### config.mk
export PLATFORM = sky130hd
export DESIGN_NAME = axi_read_xbar
export DESIGN_NICKNAME = d
export VERILOG_FILES = /design/src/rtl/axi_read_xbar.sv
export SDC_FILE = /design/constraint.sdc
export NUM_CORES = 1
export LEC_CHECK = 0
export CORE_AREA = 8 8 194 196
export CTS_CLUSTER_SIZE = 10
export DETAILED_ROUTE_END_ITERATION = 10
export DIE_AREA = 0 0 202 204
export SETUP_SLACK_MARGIN = 0.4
export SLEW_MARGIN = 30
export SYNTH_ARGS = -nofsm -noshare
export SYNTH_HDL_FRONTEND = slang
export SYNTH_SLANG_ARGS = --single-unit
### constraint.sdc
create_clock -name ACLK -period 5.09 [get_ports ACLK]
set_clock_uncertainty 0.15 [all_clocks]
set_input_delay 0.7635 -clock ACLK [delete_from_list [all_inputs] [get_ports ACLK]]
set_output_delay 0.7635 -clock ACLK [all_outputs]
set_load 0.01 [all_outputs]
### src/rtl/axi_read_xbar.sv
// Read-path crossbar: three AXI masters to six slaves plus an internal DECERR slave.
// One read burst is in flight bridge-wide; masters are served round-robin.
module axi_read_xbar #(
   parameter int ID_BITS    = 4,
   parameter int ADDR_BITS  = 32,
   parameter int DATA_BITS  = 32,
   parameter int LEN_BITS   = 4,
   localparam int IDS_BITS  = ID_BITS + 4,
   localparam int AR_W      = IDS_BITS + ADDR_BITS + LEN_BITS + 3 + 2,
   localparam int MAR_W     = AR_W - 4,
   localparam int R_W       = IDS_BITS + DATA_BITS + 2 + 1,
   localparam int MR_W      = ID_BITS + DATA_BITS + 3
) (
   input  logic                 ACLK,
   input  logic                 ARESET,
   input  logic [3*MAR_W-1:0]   m_ar,
   input  logic [2:0]           m_arvalid,
   output logic [2:0]           m_arready,
   output logic [MR_W-1:0]      m_r,
   output logic [2:0]           m_rvalid,
   input  logic [2:0]           m_rready,
   output logic [AR_W-1:0]      s_ar,
   output logic [5:0]           s_arvalid,
   input  logic [5:0]           s_arready,
   input  logic [6*R_W-1:0]     s_r,
   input  logic [5:0]           s_rvalid,
   output logic [5:0]           s_rready
);

   typedef enum logic [1:0] {IDLE = 2'd0, ADDR = 2'd1, DATA = 2'd2} state_e;

   localparam logic [2:0] SEL_DFLT = 3'd6;

   state_e               state_q, state_d;
   logic [1:0]           g_q, g_d;
   logic [1:0]           ptr_q, ptr_d;
   logic [2:0]           sel_q, sel_d;
   logic [LEN_BITS-1:0]  cnt_q, cnt_d;
   logic [ID_BITS-1:0]   rid_q, rid_d;

   logic [MAR_W-1:0]     m_ar_arr [3];
   logic [R_W-1:0]       s_r_arr [6];
   logic [MAR_W-1:0]     gm_ar_s;
   logic [R_W-1:0]       sel_r_s;
   logic [1:0]           grant_s;
   logic [2:0]           idx_s;
   logic                 found_s;
   logic [2:0]           dec_sel_s;
   logic                 is_dflt_s;
   logic                 sel_arready_s;
   logic                 sel_rvalid_s;
   logic                 ar_hs_s;
   logic                 r_hs_s;
   logic                 rlast_s;
   logic [IDS_BITS-ID_BITS-1:0] unused_rid_hi_s;

   function automatic logic [2:0] addr_decode(input logic [ADDR_BITS-1:0] a);
      logic [2:0] s;
      if (a <= ADDR_BITS'(32'h0000_1FFF)) begin
         s = 3'd0;
      end else if (a >= ADDR_BITS'(32'h0001_0000) && a <= ADDR_BITS'(32'h0001_FFFF)) begin
         s = 3'd1;
      end else if (a >= ADDR_BITS'(32'h0002_0000) && a <= ADDR_BITS'(32'h0002_FFFF)) begin
         s = 3'd2;
      end else if (a >= ADDR_BITS'(32'h1002_0000) && a <= ADDR_BITS'(32'h1002_0400)) begin
         s = 3'd3;
      end else if (a >= ADDR_BITS'(32'h1001_0000) && a <= ADDR_BITS'(32'h1001_03FF)) begin
         s = 3'd4;
      end else if (a >= ADDR_BITS'(32'h2000_0000) && a <= ADDR_BITS'(32'h201F_FFFF)) begin
         s = 3'd5;
      end else begin
         s = SEL_DFLT;
      end
      return s;
   endfunction

   // Slice the flat master/slave buses into per-port arrays.
   always_comb begin
      for (int i = 0; i < 3; i++) begin
         m_ar_arr[i] = m_ar[i*MAR_W +: MAR_W];
      end
      for (int j = 0; j < 6; j++) begin
         s_r_arr[j] = s_r[j*R_W +: R_W];
      end
   end

   // Round-robin pick: first requester at or after the pointer, then decode its address.
   always_comb begin
      grant_s = ptr_q;
      found_s = 1'b0;
      idx_s   = 3'd0;
      for (int k = 0; k < 3; k++) begin
         idx_s = {1'b0, ptr_q} + 3'(k);
         if (idx_s >= 3'd3) begin
            idx_s = idx_s - 3'd3;
         end else begin
            idx_s = idx_s;
         end
         if (!found_s && m_arvalid[idx_s[1:0]]) begin
            grant_s = idx_s[1:0];
            found_s = 1'b1;
         end else begin
            found_s = found_s;
         end
      end
      dec_sel_s = addr_decode(m_ar_arr[grant_s][MAR_W-ID_BITS-1 -: ADDR_BITS]);
   end

   // Routing only ever uses the latched grant and slave select.
   always_comb begin
      is_dflt_s     = (sel_q == SEL_DFLT);
      gm_ar_s       = m_ar_arr[g_q];
      sel_arready_s = 1'b0;
      sel_rvalid_s  = 1'b0;
      sel_r_s       = '0;
      if (!is_dflt_s) begin
         sel_arready_s = s_arready[sel_q];
         sel_rvalid_s  = s_rvalid[sel_q];
         sel_r_s       = s_r_arr[sel_q];
      end else begin
         sel_r_s       = '0;
      end
      unused_rid_hi_s = sel_r_s[R_W-1 -: IDS_BITS-ID_BITS];
      ar_hs_s = (state_q == ADDR) && (is_dflt_s || sel_arready_s);
      rlast_s = is_dflt_s ? (cnt_q == '0) : sel_r_s[0];
      r_hs_s  = (state_q == DATA) && (is_dflt_s || sel_rvalid_s) && m_rready[g_q];
   end

   // Next-state logic for the burst FSM, arbitration pointer and DECERR beat counter.
   always_comb begin
      state_d = state_q;
      g_d     = g_q;
      sel_d   = sel_q;
      ptr_d   = ptr_q;
      cnt_d   = cnt_q;
      rid_d   = rid_q;
      case (state_q)
         IDLE: begin
            if (|m_arvalid) begin
               g_d     = grant_s;
               sel_d   = dec_sel_s;
               state_d = ADDR;
            end else begin
               state_d = IDLE;
            end
         end
         ADDR: begin
            if (ar_hs_s) begin
               state_d = DATA;
               cnt_d   = gm_ar_s[5 +: LEN_BITS];
               rid_d   = gm_ar_s[MAR_W-1 -: ID_BITS];
            end else begin
               state_d = ADDR;
            end
         end
         DATA: begin
            if (r_hs_s && rlast_s) begin
               state_d = IDLE;
               ptr_d   = (g_q == 2'd2) ? 2'd0 : g_q + 2'd1;
            end else if (r_hs_s && is_dflt_s) begin
               cnt_d   = cnt_q - LEN_BITS'(1);
            end else begin
               state_d = DATA;
            end
         end
         default: begin
            state_d = IDLE;
         end
      endcase
   end

   // State registers with synchronous reset; a reset mid-burst abandons the burst.
   always_ff @(posedge ACLK) begin
      if (ARESET) begin
         state_q <= IDLE;
         g_q     <= 2'd0;
         ptr_q   <= 2'd0;
         sel_q   <= 3'd0;
         cnt_q   <= '0;
         rid_q   <= '0;
      end else begin
         state_q <= state_d;
         g_q     <= g_d;
         ptr_q   <= ptr_d;
         sel_q   <= sel_d;
         cnt_q   <= cnt_d;
         rid_q   <= rid_d;
      end
   end

   // Port muxing: everything not belonging to the current grant/select is held at zero.
   always_comb begin
      m_arready = 3'b000;
      m_rvalid  = 3'b000;
      m_r       = '0;
      s_ar      = '0;
      s_arvalid = 6'b000000;
      s_rready  = 6'b000000;
      case (state_q)
         ADDR: begin
            s_ar = {4'(g_q), gm_ar_s};
            if (is_dflt_s) begin
               m_arready[g_q] = 1'b1;
            end else begin
               s_arvalid[sel_q] = 1'b1;
               m_arready[g_q]   = sel_arready_s;
            end
         end
         DATA: begin
            if (is_dflt_s) begin
               m_rvalid[g_q] = 1'b1;
               m_r           = {rid_q, DATA_BITS'(0), 2'b11, rlast_s};
            end else begin
               m_rvalid[g_q]   = sel_rvalid_s;
               s_rready[sel_q] = m_rready[g_q];
               m_r             = {sel_r_s[R_W-IDS_BITS+ID_BITS-1 -: ID_BITS], sel_r_s[DATA_BITS+2:0]};
            end
         end
         default: begin
            m_r = '0;
         end
      endcase
   end

endmodule

==> out/results.tsv <==
metric	value	unit
initial antenna violation count	12	
Pwr Density	166	nW/um^2
largest net degree at the start of global routing	48	
Port Buffer Count	492	
Worst Hold Class	reg2reg	
GPL Wtd Cong	0.891	
CTS Buffer Depth	2	
TritonCTS clock tree	built	
Crit Path Class	reg2out	
worst hold path cell count	2	
total grt overflow	0	
Power Total	1.66	mW
XOR/XNOR share of the synthesized area	0	%
Iter 0 DRT Violations	453	
#FFs+latches synth	17	
GR Util met2	33.6	%
Seq/Total Area, Yosys	7.62	%
Crit path arrival time	3.19	ns
num rows	69	
Reg2Reg Depth	11	
Synth-to-Final Area Change	124	%
Clock Pin Slew Worst Setup and Hold Paths	0.05	ns
GRT Max-Usage Layer	met2	
Commonest cells post-synth	nor2_1, a22oi_1, a21oi_1	
global routing met1 resource utilization	19.8	%
status	complete, no violations	
largest family of logic cells by synthesized area	compound AO/OA/AOI/OAI gates	
core area	34800	um^2
Sum Neg Setup Slack	0	ns
Final Setup Violations	0	
Setup crit start kind	flop	
Slew @ Worst Pin	0.755	ns
vias	7748	
post-synthesis average cell area	6.41	um^2
maximum VDD drop	0.0887	mV
post-detailed-route count of antenna-violating nets	0	
EDFF count, synth	0	
share of flip-flops with an asynchronous set or reset	0	%
die area	41200	um^2
DP HPWL	35.3	mm
Leakage	3.35	nW
Total Wirelength	41.0	mm
Hold Violations, Final	0	
hold-fix buffers at CTS	0	
RSZ-0062 raised after global routing	false	
num ports	519	
die width	202	um
Crit. End Element	output pin	
dpl cell area	9900	um^2
global-route wire length before repair	57.4	mm
Synth area leader	a22oi_1	
Vias/cell	4.79	
post-cts gate resize count	0	
Synth Area in Compound Gates	44.0	%
worst skew pair latency	0.25	ns
Tot GR Track Use	18.5	%
post-synthesis mux area share	15.0	%
synth warn	0	
most common cell in the netlist	nor2_1	
cts bufs inserted	3	
fmax	244	MHz
Die Ht	204	um
Finished Core Util	28.7	%
headroom to the max-slew limit	49.5	%
Starting Density	12.8	%
Synth top area share	17.6	%
clock sink total	17	
CTS root buffer	clkbuf_16	
most common flop cell mapped by yosys	dfxtp_1	
setup bufs post-CTS	0	
DR pass1 iterations	5	
share of post-route cells with drive strength above 1	4.00	%
Final nets	1568	
Post-Synth Adder-Cell Area	1.40	%
Req. time, crit path	4.18	ns
global-route met3 utilization	6.12	%
Yosys cell types	69	
post-synthesis cell area	4470	um^2
period utilisation layout	80.6	%
max-cap violations	0	
Simple-Gate Fraction of Synth Area	25.1	%
Tmin final	4.10	ns
Synth area leaders	a22oi_1, mux2i_1, nor2_1, dfxtp_1, a21oi_1	
WL per Instance	25.3	um
htree depth	1	
Max Slew Vio Count	0	
vias in the first global route	8111	
Finished Cell Area	10000	um^2
drt drc	0	
Max Fanout on Critical Path	18	
Gate Count Post-Synth	697	
==> critical path: stages, from the launching register on <==
cell and delay, ns:
dfxtp_1 0.31, buf_4 0.22, nor2b_1 0.39, nand2_1 0.31, nor3_1 0.60, a221o_1 0.21, a21oi_1 0.11, nor2_1 0.14
clkdlybuf4s50_1 0.63
==> state kept, by name, indices dropped and copies added (netlist names) <==
signal   count
cnt_q        4
rid_q        4
sel_q        3
g_q          2
ptr_q        2
state_q      2
==> layout make-up <==
type                    instances  area, um^2
repair buffers                510        5070
fillers                      3806       24800
flip-flops and latches         17         345
multi-input cells             608        3870
inverters                      10        37.5
well taps                     461         577
clock buffers                   4        78.8
diodes                          8        20.0
==> cells in the final DEF (no fill, tap or decap), types with 6 or more instances in the layout <==
cell type        count
clkdlybuf4s50_1    492
nor2_1             139
a22oi_1            105
a21oi_1             62
mux2i_1             60
a31oi_1             36
o21ai_0             32
nand2_1             30
buf_4               17
nor4_1              15
dfxtp_1             15
nor3_1              13
inv_1               10
diode_2              8
a211oi_1             8
nand2b_1             7
nor2b_1              6
or3_1                6
==> through the flow <==
stage	hold WS [ns]	setup slack, ns	cells
after floorplan	0.308	2.15	698
after global placement	0.318	0.940	1606
after detailed placement	0.332	0.984	1606
after CTS	0.339	0.968	1610
after global routing	0.369	0.782	1617
final	0.337	0.988	1618
==> layer usage <==
| metal | up-vias | share of wire [%] |
|---|---|---|
| met5 | - | 0.10 |
| met4 | 8 | 2.9 |
| met3 | 49 | 9.3 |
| met1 | 3644 | 37 |
| met2 | 457 | 51 |
| li1 | 3590 | - |
==> power by group <==
group | total, mW | internal, mW | switching [mW]
Sequential | 0.174 | 0.154 | 0.0206
Combinational | 1.33 | 0.659 | 0.670
Clock | 0.159 | 0.106 | 0.0528
==> final timing paths <==
kind / end / slack, ns / startpoint
worst max register to register: sel_q[1] / 1.49 / ptr_q[0]
worst min-delay path: cnt_q[2] / 0.34 / cnt_q[2]
worst min register to register: cnt_q[2] / 0.34 / cnt_q[2]
worst max-delay path: m_r[0] / 0.99 / sel_q[0]
==> logic make-up after synthesis <==
family          count (synthesis)
compound gates                289
simple gates                  248
buf+inv                        73
mux                            64
flops                          17
fa+ha+maj                       5
other cells                     1
(Power assumes the default switching activity.)
